$ cat src/rtl/ex_mul_unit.sv
// Iterative radix-2^BITS_PER_CYCLE integer multiplier for the EX stage.
// Produces a full 2*WIDTH-bit product after WIDTH/BITS_PER_CYCLE RUN cycles and stalls the front end meanwhile.
module ex_mul_unit #(
   parameter int WIDTH          = 32,
   parameter int BITS_PER_CYCLE = 1
) (
   input  logic             clock,
   input  logic             reset,
   input  logic             start,
   input  logic             is_signed,
   input  logic [WIDTH-1:0] operand_a,
   input  logic [WIDTH-1:0] operand_b,
   input  logic             flush,
   output logic [WIDTH-1:0] result,
   output logic [WIDTH-1:0] result_hi,
   output logic             result_valid,
   output logic             busy,
   output logic             mul_stall
);

   localparam int N  = WIDTH / BITS_PER_CYCLE;
   localparam int CW = $clog2(N + 1);
   localparam int PW = WIDTH + BITS_PER_CYCLE;

   typedef enum logic [1:0] {
      IDLE = 2'd0,
      RUN  = 2'd1,
      DONE = 2'd2
   } state_t;

   state_t               state_reg, state_next;
   logic [WIDTH-1:0]     mcand_reg;
   logic [WIDTH-1:0]     mplier_reg;
   logic [2*WIDTH-1:0]   acc_reg;
   logic [CW-1:0]        count_reg;
   logic                 neg_reg;
   logic [WIDTH-1:0]     result_reg;
   logic [WIDTH-1:0]     result_hi_reg;

   logic                 load, step, finish;
   logic [WIDTH-1:0]     mag_a, mag_b;
   logic [PW-1:0]        pp_term [BITS_PER_CYCLE];
   logic [PW-1:0]        pp_sum;
   logic [PW-1:0]        acc_sum;
   logic [2*WIDTH-1:0]   acc_next;
   logic [2*WIDTH-1:0]   product;

   assign mag_a = (is_signed && operand_a[WIDTH-1]) ? -operand_a : operand_a;
   assign mag_b = (is_signed && operand_b[WIDTH-1]) ? -operand_b : operand_b;

   // One shifted copy of the multiplicand per multiplier bit retired this cycle.
   generate
      for (genvar gi = 0; gi < BITS_PER_CYCLE; gi++) begin : g_pp
         assign pp_term[gi] = mplier_reg[gi] ? ({{BITS_PER_CYCLE{1'b0}}, mcand_reg} << gi) : '0;
      end
   endgenerate

   always_comb begin
      pp_sum = '0;
      for (int i = 0; i < BITS_PER_CYCLE; i++) begin
         pp_sum = pp_sum + pp_term[i];
      end
   end

   // Partial products enter at the top half and the accumulator shifts right,
   // so after N steps the low bits of the product have drifted into place.
   assign acc_sum  = {{BITS_PER_CYCLE{1'b0}}, acc_reg[2*WIDTH-1:WIDTH]} + pp_sum;
   assign acc_next = (2*WIDTH)'({acc_sum, acc_reg[WIDTH-1:0]} >> BITS_PER_CYCLE);
   assign product  = neg_reg ? -acc_next : acc_next;

   always_comb begin
      state_next = state_reg;
      load       = 1'b0;
      step       = 1'b0;
      finish     = 1'b0;
      case (state_reg)
         IDLE: begin
            if (start && !flush) begin
               load       = 1'b1;
               state_next = RUN;
            end
         end
         RUN: begin
            if (flush) begin
               state_next = IDLE;
            end else begin
               step = 1'b1;
               if (count_reg == CW'(1)) begin
                  finish     = 1'b1;
                  state_next = DONE;
               end
            end
         end
         DONE: begin
            state_next = IDLE;
         end
         default: begin
            state_next = IDLE;
         end
      endcase
   end

   always_ff @(posedge clock) begin
      if (reset) begin
         state_reg     <= IDLE;
         mcand_reg     <= '0;
         mplier_reg    <= '0;
         acc_reg       <= '0;
         count_reg     <= '0;
         neg_reg       <= 1'b0;
         result_reg    <= '0;
         result_hi_reg <= '0;
      end else begin
         state_reg <= state_next;
         if (load) begin
            mcand_reg  <= mag_a;
            mplier_reg <= mag_b;
            neg_reg    <= is_signed & (operand_a[WIDTH-1] ^ operand_b[WIDTH-1]);
            acc_reg    <= '0;
            count_reg  <= CW'(N);
         end
         if (step) begin
            acc_reg    <= acc_next;
            mplier_reg <= mplier_reg >> BITS_PER_CYCLE;
            count_reg  <= count_reg - CW'(1);
         end
         if (finish) begin
            result_reg    <= product[WIDTH-1:0];
            result_hi_reg <= product[2*WIDTH-1:WIDTH];
         end
      end
   end

   assign result       = result_reg;
   assign result_hi    = result_hi_reg;
   assign result_valid = (state_reg == DONE) && !flush;
   assign busy         = (state_reg == RUN);
   assign mul_stall    = !reset && !flush &&
                         (((state_reg == IDLE) && start) || (state_reg == RUN));

endmodule

$ cat config.mk
export PLATFORM = sky130hd
export DESIGN_NAME = ex_mul_unit
export DESIGN_NICKNAME = d
export VERILOG_FILES = /design/src/rtl/ex_mul_unit.sv
export SDC_FILE = /design/constraint.sdc
export NUM_CORES = 1
export LEC_CHECK = 0
export ABC_AREA = 1
export BUFFER_PORTS_ARGS = -buffer_cell sky130_fd_sc_hd__clkbuf_2
export CAP_MARGIN = 20
export CORE_UTILIZATION = 60
export CTS_CLUSTER_DIAMETER = 50
export DETAILED_ROUTE_END_ITERATION = 16
export PLACE_DENSITY = 0.8
export SYNTH_ARGS = -nofsm -noshare
export SYNTH_HDL_FRONTEND = slang
export SYNTH_SLANG_ARGS = --single-unit
$ cat constraint.sdc
create_clock -name clock -period 3.6 [get_ports clock]
set_input_delay 0.18 -clock clock [delete_from_list [all_inputs] [get_ports clock]]
set_output_delay 0.18 -clock clock [all_outputs]
set_load 0.05 [all_outputs]
# ---- Yosys cells after proc, flatten, opt, wreduce, memory -nomap -nowiden
# Index checks and enable logic that the tools add are counted.
# W data, S select, Z words.
dict set report op_classes {
  n_reduce_logical 14
  n_bitwise 2
  add_sub_neg 5
  muxes 21
  eq_ne 5
}
# op n
set ops {}
lappend ops {{$mux W64} 3}
lappend ops {{$mux W32} 3}
lappend ops {{$neg A32 Y32} 2}
lappend ops {{$neg A64 Y64} 1}
lappend ops {{$mux W31} 2}
lappend ops {{$add A32 B32 Y33} 1}
lappend ops {{$mux W6} 2}
lappend ops {{$logic_and A1 B1 Y1} 7}
lappend ops {{$mux W1} 7}
lappend ops {{$eq A6 B1 Y1 const B} 1}
lappend ops {{$mux W2} 3}
lappend ops {{$sub A6 B1 Y6 const B} 1}
lappend ops {{$pmux W2 S2} 1}
lappend ops {{$ne A3 B2 Y1 const B} 1}
lappend ops {{$eq A2 B1 Y1 const B} 1}
lappend ops {{$eq A2 B2 Y1 const B} 1}
lappend ops {{$logic_not A1 Y1} 2}
lappend ops {{$logic_not A2 Y1} 1}
lappend ops {{$ne A2 B2 Y1 const B} 1}
lappend ops {{$reduce_and A2 Y1} 1}
lappend ops {{$reduce_bool A2 Y1} 1}
lappend ops {{$reduce_or A2 Y1} 1}
lappend ops {{$and A1 B1 Y1} 1}
lappend ops {{$logic_or A1 B1 Y1} 1}
lappend ops {{$xor A1 B1 Y1} 1}
dict set report word_totals {
  out_inout_bits 67
  reg_bits 201
  wordCells 56
}

# ---- Logic depth before layout (Yosys ltp)
dict set report depth {
  depth_word 6
  ltp_mapped 25
  mapped_depth_nobuf 23
}

# ---- Worst setup path after synthesis
# Ideal clock, no wire load.
dict set report synth_timing {
  path_type {flip-flop to flip-flop}
  startpoint {register mplier_reg[0]}
  endpoint {register result_hi_reg[26] (netlist: result_hi[26])}
  slack_ns 0.735
  required_time_ns 3.491
  setup_ns 0.109
  period_less_slack_ns 2.865
  arrival_ns 2.756
  stages_incl_launch_ff 21
  path_cell_list {dfxtp_1 -> clkbuf_1 -> clkbuf_1 -> nand2_1 -> inv_1 -> ha_1 -> fa_1 -> inv_1 -> nand2_1 -> nor3_1 -> nand4_2 -> nor2_4 -> nand2_2 -> nor2_4 -> nand3_2 -> nand2_2 -> nand2_1 -> nand2_1 -> nand3_1 -> nand2_1 -> inv_1}
}
dict set report synth_via {
  elab_chain_len 4
}
# item line_no
set synth_rtl {}
lappend synth_rtl {{from (decl)} 33} ;# logic [WIDTH-1:0] mplier_reg;
lappend synth_rtl {{from (signal assigned)} 117} ;# mplier_reg <= mag_b;
lappend synth_rtl {{from (signal assigned)} 124} ;# mplier_reg <= mplier_reg >> BITS_PER_CYCLE;
lappend synth_rtl {{$mux W32 (*)} 54} ;# assign pp_term[gi] = mplier_reg[gi] ? ({{BITS_PER_CYCLE{1'b0}}, mcand_reg} << gi) : '0;
lappend synth_rtl {{$add A32 B32 Y33 (*)} 67} ;# assign acc_sum = {{BITS_PER_CYCLE{1'b0}}, acc_reg[2*WIDTH-1:WIDTH]} + pp_sum;
lappend synth_rtl {{$neg A64 Y64} 69} ;# assign product = neg_reg ? -acc_next : acc_next;
lappend synth_rtl {{$mux W64 (*)} 69}
lappend synth_rtl {{to (signal assigned)} 129} ;# result_hi_reg <= product[2*WIDTH-1:WIDTH];
lappend synth_rtl {{to (decl)} 38} ;# logic [WIDTH-1:0] result_hi_reg;
# Every way passes the cells marked *; elsewhere a longest branch is shown, timed or not.
# A chain may end at the register's enable or synchronous reset.

# ---- Worst setup path in the final report
dict set report layout_timing {
  startpoint {register mplier_reg[0]}
  endpoint {register result_hi_reg[20] (netlist: result_hi[20])}
}
# The elaborated chain is that of the path after synthesis.

==> results.py <==
metrics = {
    "clock_tree": {
        "hold_buffers": 0,
        "ctsRootBufferMaster": "clkbuf_16",
        "cts_tree": "yes",
        "path_clk_slew_ns": 0.09,
        "cts_sinks": 200,
        "cts_buffer_depth": 2,
        "post_cts_resized": 0,
        "insertion_delay_ns": 0.45,
        "cts_buffers": 17,
        "cts_setup_buffers": 0,
        "htreeDepth": 4,
    },
    "cells_and_area": {
        "fin_cells": 2604,
        "layout.cells.most_common_list": "nand2_1, inv_1, nor2_1, dfxtp_1, a21oi_1",
        "postLayoutCellArea_um2": 15020,
        "area_growth_pct": 10.84,
        "largest_register_ff_count": 63,
        "layout-drive-gt1-share_pct": 12.26,
        "mostFrequentLayoutCell": "nand2_1",
        "nets": 2418,
        "fillCellCount": 2064,
        "n_antenna_cell": 0,
    },
    "route": {
        "routed_wl_um": 39210,
        "ant_nets": 0,
        "drtIter0Drc": 895,
        "via_count": 14110,
        "drc": 3,
        "dr.pass1.iters": 11,
        "wl_per_cell_um": 15.06,
        "viasPerCell": 5.417,
    },
    "power": {
        "p_per_area_nw_per_um2": 331.5,
        "p_leak_uw": 0.007771,
        "ir_drop_uv": 290.9,
    },
    "worst_setup_path": {
        "rr_worst_depth": 17,
        "rr_startpoint": "mplier_reg[0]",
        "setup.worst_path.start_class": "register",
        "endpoint_kind": "register",
        "worst_r2r_endpoint": "result_hi[20]",
        "path_class": "register to register",
        "r2r_slack_ns": 0.45,
        "crit_required_ns": 3.93,
        "worstPathMaxFanout": 6,
        "critPathArrivalTime_ns": 3.47,
    },
    "grt": {
        "grt_pass1_wl_um": 65020,
        "antenna_found_initial": 0,
        "grt_pass1_vias": 13390,
        "grt_usage_pct": 34.34,
        "grt_overflow_total": 0,
        "grt_max_degree": 115,
    },
    "worst_hold_path": {
        "hold_start": "operand_a[1]",
        "min_delay_worst_endpoint": "mcand_reg[1]",
        "whs_path_depth": 3,
        "hold_class": "input port to register",
    },
    "synth": {
        "syn_area_per_cell_um2": 6.075,
        "syn_nets": 2337,
        "yosysSeqAreaShare_pct": 29.55,
        "yosysWarnings": 0,
        "ys_seq_elements": 200,
        "syn_inst": 2230,
        "netlist-cell-type-count": 47,
        "synth_area_um2": 13550,
    },
    "outcome": {
        "status": "finished with violations",
        "violations": "design-rule violations",
    },
    "timing": {
        "layout_setup_ws_ns": 0.4542,
        "post-route-min-period_ns": 3.146,
        "tightest_slew_ns": 1.043,
        "tns_ns": 0,
        "period_share_pct": 87.38,
        "skew_ns": 0.01922,
        "slew_viol_final": 0,
        "fmax_ghz": 0.3179,
        "relSlewSlack_pct": 30.46,
        "setup_viol": 0,
        "hold_viol": 0,
        "rsz0062_at_grt": "no",
    },
    "placement": {
        "post-place-ws_ns": 0.4705,
        "port_buffers": 135,
        "place_area_um2": 14370,
        "post-dp-hpwl_um": 29320,
        "place.gp.congestion": 0.9924,
        "place_inst": 2572,
    },
    "flow_run": {
        "maxCapViolCount": 0,
    },
    "floorplanning": {
        "rows": 54,
        "die-area_um2": 23180,
        "core_area_um2": 21960,
        "initial_core_util_pct": 61.70,
        "die_w_um": 152.3,
        "die_y_um": 152.3,
        "pin_count": 136,
    },
}
## cells by family (layout without fill, tap and decap cells)
kind of cell    count (synthesis)  count (layout)  share of synthesized area [%]
compound gates                372             372                          15.20
xor+xnor                       51              51                          3.297
fa+ha+maj                      38              38                          3.565
buf+inv                       424             518                          11.99
flops                         200             200                          29.55
simple gates                 1145            1145                          36.40
## stage by stage
stage | hold slack [ns] | total power [uW] | utilization [%]
2_1_floorplan | 0.3562 | 2739 | -
3_3_place_gp | 0.4568 | 2906 | 65.45
3_5_place_dp | 0.4641 | 2917 | 65.45
4_1_cts | 0.01578 | 4981 | 68.39
5_1_grt | 0.02229 | 5147 | 68.39
6_report | 0.02008 | 4979 | 68.39
## power breakdown
group          internal, uW  leakage [uW]  switching (uW)
registers              2270       0.00162            34.3
logic                   182       0.00584             392
clock network           984      0.000305            1120
total                  3430       0.00777            1550
## area by class of cell
cell class                 instances  area [um^2]  area share (%)
clock inverter                    15        219.0           1.458
timing repair buffer             148        800.8           5.332
tap                              280        350.3           2.333
clock buffer                      17        425.4           2.833
multi-input combinational       1606         7948           52.92
sequential                       200         4005           26.67
inverter                         338         1269           8.449
## synthesized netlist by cell type (all sizes together)
library cell    n  area, um^2
nand2         695        2704
inv           335        1257
nor2          248        1043
dfxtp         200        4004
a21oi         170       862.1
o21ai         119       599.3
nand3         116       630.6
clkbuf         69       259.0
ha             37       462.9
nor3           36       195.2
xor2           34       297.8
a31oi          33       206.5
o211ai         22       165.2
nand4          19       131.4
buf            17       96.34
xnor2          17       148.9
nand3b         16       123.9
o221ai         13       113.9
or2             9       58.81
and2            5       31.28
o31ai           4       30.03
clkinv          3       11.26
o21bai          3       22.52
a211oi          2       15.01
o21a            2       15.01
o22ai           2       12.51
a221oi          1       8.760
a2bb2oi         1       8.760
fa              1       20.02
nor4            1       12.51
## metal layers
metal / routed length (um) / global-route usage, % / part of all wire (%) / vias to the layer above
met1: 16690 / 41.60 / 43 / 6351
met3: 2232 / 5.603 / 5.7 / 77
met4: 1370 / 13.36 / 3.5 / 0
li1: - / - / - / 7226
met2: 18920 / 60.68 / 48 / 452
met5: 0 / 0 / 0 / -
## worst max-delay path: stages, from the launching register on
cell and delay (ns):
dfxtp_1 0.38, nand2_1 0.09, inv_1 0.05, ha_1 0.26, fa_1 0.46, nand3_1 0.11
nand3_2 0.10, nand2_1 0.09, nand2_2 0.11, xnor2_1 0.40, nand3_1 0.15, nor2_2 0.16
nand2_2 0.11, nor2_1 0.12, nand2_1 0.07, nand2_2 0.09, xor2_1 0.21, a21oi_1 0.08
## worst max-delay path by stage
stage / startpoint / end / slack (ns) / cells after the start
5_1_grt: mplier_reg[0] / result_hi[31] / 0.16 / 22
6_report: mplier_reg[0] / result_hi[20] / 0.45 / 17
3_5_place_dp: mplier_reg[0] / result_hi[21] / 0.47 / 19
4_1_cts: mplier_reg[0] / result_hi[20] / 0.45 / 17
2_1_floorplan: mplier_reg[0] / result_hi[26] / 0.74 / 20
3_3_place_gp: mplier_reg[0] / result_hi[26] / 0.45 / 20
Power figures use the tool's default switching activity.
